==> src/rtl/sha256_msg_schedule.sv <==
// SHA-256 message-schedule expander.
// Loads one 512-bit block as 16 big-endian words (W0 first) and then emits the
// 64-word schedule W0..W63, one word per output handshake. A 16-word sliding
// window holds W[t..t+15]. Each accepted output shifts the window and appends
// W[t+16].
//
// Ports:
//   clk        clock, rising edge
//   rst_n      asynchronous active-low reset
//   in_valid   in_word holds a valid message word
//   in_ready   block accepts a word this cycle (LOAD state)
//   in_word    32-bit message word
//   out_valid  out_word/out_idx hold a valid schedule word (EMIT state)
//   out_ready  downstream accepts the word this cycle
//   out_word   schedule word W_t
//   out_idx    t, 0..63
//   out_last   high with out_valid when t == 63
module sha256_msg_schedule (
    input  logic        clk,
    input  logic        rst_n,
    input  logic        in_valid,
    output logic        in_ready,
    input  logic [31:0] in_word,
    output logic        out_valid,
    input  logic        out_ready,
    output logic [31:0] out_word,
    output logic [5:0]  out_idx,
    output logic        out_last
);

    typedef enum logic {StLoad, StEmit} state_e;

    state_e      state_q;
    logic [31:0] w_q [16];
    logic [4:0]  lc_q;
    logic [5:0]  t_q;
    logic [31:0] next_word;

    function automatic logic [31:0] sigma0(input logic [31:0] x);
        return {x[6:0], x[31:7]} ^ {x[17:0], x[31:18]} ^ (x >> 3);
    endfunction

    function automatic logic [31:0] sigma1(input logic [31:0] x);
        return {x[16:0], x[31:17]} ^ {x[18:0], x[31:19]} ^ (x >> 10);
    endfunction

    // Window holds W[t..t+15], so this is W[t+16]; wraps mod 2^32.
    assign next_word = sigma1(w_q[14]) + w_q[9] + sigma0(w_q[1]) + w_q[0];

    always_ff @(posedge clk or negedge rst_n) begin
        if (!rst_n) begin
            state_q <= StLoad;
            lc_q    <= 5'd0;
            t_q     <= 6'd0;
            for (int i = 0; i < 16; i++) begin
                w_q[i] <= 32'd0;
            end
        end else begin
            unique case (state_q)
                StLoad: begin
                    if (in_valid) begin
                        w_q[lc_q[3:0]] <= in_word;
                        // Last load word: go straight to EMIT with counters cleared.
                        if (lc_q == 5'd15) begin
                            state_q <= StEmit;
                            lc_q    <= 5'd0;
                            t_q     <= 6'd0;
                        end else begin
                            lc_q <= lc_q + 5'd1;
                        end
                    end
                end
                StEmit: begin
                    if (out_ready) begin
                        for (int i = 0; i < 15; i++) begin
                            w_q[i] <= w_q[i + 1];
                        end
                        w_q[15] <= next_word;
                        if (t_q == 6'd63) begin
                            state_q <= StLoad;
                            t_q     <= 6'd0;
                        end else begin
                            t_q <= t_q + 6'd1;
                        end
                    end
                end
                default: state_q <= StLoad;
            endcase
        end
    end

    // All outputs decode registered state only; out_ready never reaches them.
    assign in_ready  = (state_q == StLoad);
    assign out_valid = (state_q == StEmit);
    assign out_word  = out_valid ? w_q[0] : 32'd0;
    assign out_idx   = t_q;
    assign out_last  = out_valid && (t_q == 6'd63);

endmodule

==> config.mk <==
export PLATFORM = sky130hd
export DESIGN_NAME = sha256_msg_schedule
export DESIGN_NICKNAME = d
export VERILOG_FILES = /design/src/rtl/sha256_msg_schedule.sv
export SDC_FILE = /design/constraint.sdc
export NUM_CORES = 1
export LEC_CHECK = 0
export ABC_AREA = 1
export ABC_CLOCK_PERIOD_IN_PS = 10150
export CORE_MARGIN = 2
export CORE_UTILIZATION = 42
export DETAILED_ROUTE_END_ITERATION = 12
export PLACE_DENSITY = 0.65
export SETUP_SLACK_MARGIN = 0.15
export SYNTH_ARGS = -nofsm -noshare
export SYNTH_HDL_FRONTEND = slang
export SYNTH_SLANG_ARGS = --single-unit
==> constraint.sdc <==
create_clock -name clk -period 10.15 [get_ports clk]
set_input_delay 1.5225 -clock clk [delete_from_list [all_inputs] [get_ports clk]]
set_output_delay 1.5225 -clock clk [all_outputs]
set_load 0.01 [all_outputs]
# == Word level (Yosys, flattened, before mapping) ==
# Index checks and enable logic that the tools add are counted.
# op_classes
addsub,5
n_mul,0
div_mod_pow,0
n_lt_le_gt_ge,2
eq_ne,5
n_shift,0
n_mux,18
bitwise,6
reduce_logical,5
# op_table
operator,count
two-way mux 512 bit,2
one-hot mux 512 bit (2 select lines),1
bitwise mux 512 bit,1
demux 32 bit (select 4 bit),1
adder 32 bit,3
two-way mux 32 bit,2
bitwise XOR 32 bit,2
bitwise XOR 32 x 22 -> 32 bit,1
bitwise XOR 32 x 29 -> 32 bit,1
two-way mux 6 bit,4
one-hot mux 6 bit (2 select lines),1
"adder 6 x 1 -> 6 bit, second input constant",1
"equality test 6 bit, second input constant",1
"adder 5 x 1 -> 5 bit, second input constant",1
"equality test 5 x 4 -> 1 bit, second input constant",1
"greater-or-equal comparator 5 bit, second input constant",1
"less-than comparator 5 x 1 -> 1 bit, second input constant",1
two-way mux 5 bit,1
NOT 4 -> 5 bit,1
two-way mux 1 bit,4
"!= test 2 bit, second input constant",2
AND reduction 2 bit,2
AND reduction 3 bit,1
logical AND 1 bit,2
3 further kinds,3
# word_totals
ff_bits,524
latch_bits,0
ram_bits,0
rom_bits,0
inputBits,36
out_inout_bits,41
elab_cells,60
n_memories,0

# == Logic depth before layout (Yosys ltp) ==
# logic_depth
ltp_word,8
mapped_depth,18
mapped_depth_nobuf,17

# == Worst setup path after synthesis ==
# Ideal clock, no wire load.
# synth_timing
path_kind,register to register
from,reg w_q[50] (netlist bit)
to,reg w_q[25] (netlist bit)
setup_time_ps,77
arrival_ps,3142
required_ps,10073
path_slack_ps,6930
path_stages_with_launch,17
n_path_buf,0
period_less_slack_ps,3220
cell_sequence,dfrtp_1 -> xnor2_1 -> xor2_1 -> fa_1 -> inv_1 -> fa_1 -> ha_1 -> fa_1 -> nand3_1 -> nand3_1 -> nand2_1 -> nand3_1 -> nand2_1 -> nand3_1 -> nand2_1 -> nand3_1 -> a21oi_1
# synth_via
elab_chain_cells,7
# synth_lines
element,line_no,source
start: declaration,34,logic [31:0] w_q [16];
start signal: indexed assignment,62,w_q[lc_q[3:0]] <= in_word;
start signal: indexed assignment,76,w_q[i] <= w_q[i + 1];
bitwise XOR 32 bit,44,"return {x[16:0], x[31:17]} ^ {x[18:0], x[31:19]} ^ (x >> 10);"
bitwise XOR 32 x 22 -> 32 bit *,44,
adder 32 bit * (3 in a row),48,assign next_word = sigma1(w_q[14]) + w_q[9] + sigma0(w_q[1]) + w_q[0];
two-way mux 512 bit *,74,if (out_ready) begin
one-hot mux 512 bit (2 select lines) *,59,unique case (state_q)
# Every way passes the cells marked *; elsewhere a longest branch is shown, timed or not. The select of a mux whose other input is x is not followed.
# A chain may end at the register's enable or synchronous reset.

# == Final worst setup path ==
# layout_timing
from,"reg state_q, in the netlist out_valid"
to,out out_word[29]
# layout_via
elab_chain_cells,1
# layout_lines
element,line_no,source
start: declaration,33,state_e state_q;
start signal: assignment,52,state_q <= StLoad;
start signal: assignment,65,state_q <= StEmit;
start signal: assignment,80,state_q <= StLoad;
two-way mux 32 bit,95,assign out_word = out_valid ? w_q[0] : 32'd0;
end: declaration,26,"output logic [31:0] out_word,"
# No other way between the ends.

==> impl_metrics.tcl <==
set metrics [dict create \
    cts_tree "built" \
    grt_pass1_wl_mm 144 \
    hold_viol 0 \
    criticalPathCategory "reg -> out" \
    antenna_left 0 \
    yosysWarningCount 0 \
    worstMarginPinSlew_ps 1100 \
    synth_edf_count 0 \
    fmax_ghz 0.221 \
    avgSynthCellArea_um2 7.88 \
    cp-end-kind "output pin" \
    io_buffers 76 \
    routed-via-count 25200 \
    ctsRootBufferMaster "clkbuf_16" \
    top_usage_layer "met2" \
    ys_ff_latch 524 \
    dpl-instance-area_um2 30900 \
    cts_sinks 524 \
    postSynth.asyncResetShare 1.00 \
    final_util 0.467 \
    hpwl_mm 63.1 \
    fillCellCount 6849 \
    drtIter0Drc 2653 \
    dr.pass1.iters 6 \
    io_pins 77 \
    syn_inst 3773 \
    core_um2 70000 \
    layout_common_cells "nand2_1, inv_1, dfrtp_1, o21ai_0, o22ai_1" \
    final_common_cell "nand2_1" \
    cts_resized 0 \
    rows 97 \
    synth_area_leaders "dfrtp_1, nand2_1, o22ai_1" \
    path_cells "buf_4, nand2_1, inv_1, clkdlybuf4s50_1" \
    fin_nets 3829 \
    via_per_inst 5.38 \
    period_minus_slack_ps 4520 \
    synth.distinct_cells 42 \
    slew_violations 0 \
    overflow 0 \
    syn_to_final_growth_pct 9.97 \
    synth_top_cell_by_area "dfrtp_1" \
    required_ps 8630 \
    dieHeight_um 270 \
    dieArea_um2 72900 \
    grt_use_met2 0.383 \
    drc 0 \
    rsz0062_at_grt "false" \
    htree_levels 2 \
    wl_per_cell_um 19.6 \
    drive_gt1_frac 0.0425 \
    use_met1 0.373 \
    slowest_stage "buf_4" \
    post-route-period-util 0.445 \
    yosys.area.top_type_share 0.441 \
    relSlewSlack 0.267 \
    antenna_found_initial 0 \
    setup_violations 0 \
    routed_wl_mm 91.7 \
    clock_latency_ps 620 \
    cpPeakStageDelay_ps 860 \
    cts_hold_buf 0 \
    rrSetupSlack_ps 6240 \
    start_kind "register" \
    fin_area_um2 32700 \
    path_buf_inv 3 \
    synth_ff_type "dfrtp_1" \
    grt_pass1_vias 23800 \
    cp_max_fo 88 \
    post-cts-setup-buffer-count 0 \
    synth_area_um2 29700 \
    cp.arrival_ps 2990 \
    status "complete, no violations" \
    grt_max_degree 223 \
    num_antenna_cells 0 \
    cts.path.max_buffers 3 \
    hold_path_class "reg -> reg" \
    grt_use_met3 0.0292 \
    fin_skew_ps 29.7 \
    setup_tns_ps 0 \
    gp_congestion 0.958 \
    dieWidth_um 270 \
    grt_use_total 0.251 \
    synth_fp_nets 3907 \
    cts.clk_slew.worst_paths_ps 60 \
    start_util 0.424 \
    crit_family "buffers and inverters" \
    cts_made_buffers 55 \
    maxCapViolCount 0 \
    ys_seq_area_frac 0.441 \
]
[per-layer routing]
layer / wire length [um] / part of all wire
met2: 40700 / 0.44
met3: 5650 / 0.062
met1: 42600 / 0.46
met5: 0 / 0
met4: 2810 / 0.031
[sequential cells by signal (all words and copies together), names as in the netlist]
signal     count
lc_q           5
out_idx        6
out_valid      1
w_q          512
[synth_stat cells (29+ instances only)]
master      n
nand2_1   782
inv_1     682
dfrtp_1   524
o21ai_0   454
o22ai_1   429
buf_2     130
nor2_1    126
a21oi_1   117
clkbuf_1   98
xnor2_1    63
fa_1       62
nand3_1    62
xor2_1     57
o21ai_1    39
ha_1       36
a31oi_1    29
[final timing paths]
path | from | end | cells after the start
max | out_valid | out_word[29] | 4
max in group asynchronous | rst_n | w_q[325] | 3
min reg2reg | w_q[405] | w_q[405] | 2
min in group asynchronous | rst_n | w_q[278] | 1
max reg2reg | w_q[50] | w_q[25] | 16
min | w_q[405] | w_q[405] | 2
[worst min-delay path, cell delays in order (launching register included)]
cell,delay (ps)
dfrtp_1,320
inv_1,50
o21ai_1,110
[area by class of cell]
cell class              instances  area, um^2  share of cell area
clock buffers                  84        1660              0.0506
clock inverters                18         160             0.00490
inverters                     688        2600              0.0795
multi-input cells            2310       12900               0.395
flip-flops and latches        524       13100               0.401
well taps                     940        1180              0.0360
repair buffers                116        1080              0.0330
[stage by stage]
| stage | worst slack [ps] | std cells | hold slack (ps) |
|---|---|---|---|
| 2_1_floorplan | 6930 | 3773 | 486 |
| 5_1_grt | 5440 | 4680 | 534 |
| 6_report | 5630 | 4680 | 514 |
| 3_5_place_dp | 6280 | 4578 | 505 |
| 3_3_place_gp | 6350 | 4578 | 496 |
| 4_1_cts | 5620 | 4680 | 518 |
[cell families (layout without fill, tap and decap cells)]
logic type / after synthesis / count (layout) / share of synthesized area
flops: 524 / 524 / 0.441
fa+ha+maj: 98 / 98 / 0.0569
compound gates: 1098 / 1098 / 0.209
simple gates: 994 / 994 / 0.130
buf+inv: 939 / 906 / 0.127
xor+xnor: 120 / 120 / 0.0354
Power is left out: the tool's default activity adds up to more than one toggle a clock period on the data nets, which glitch-free logic cannot reach.
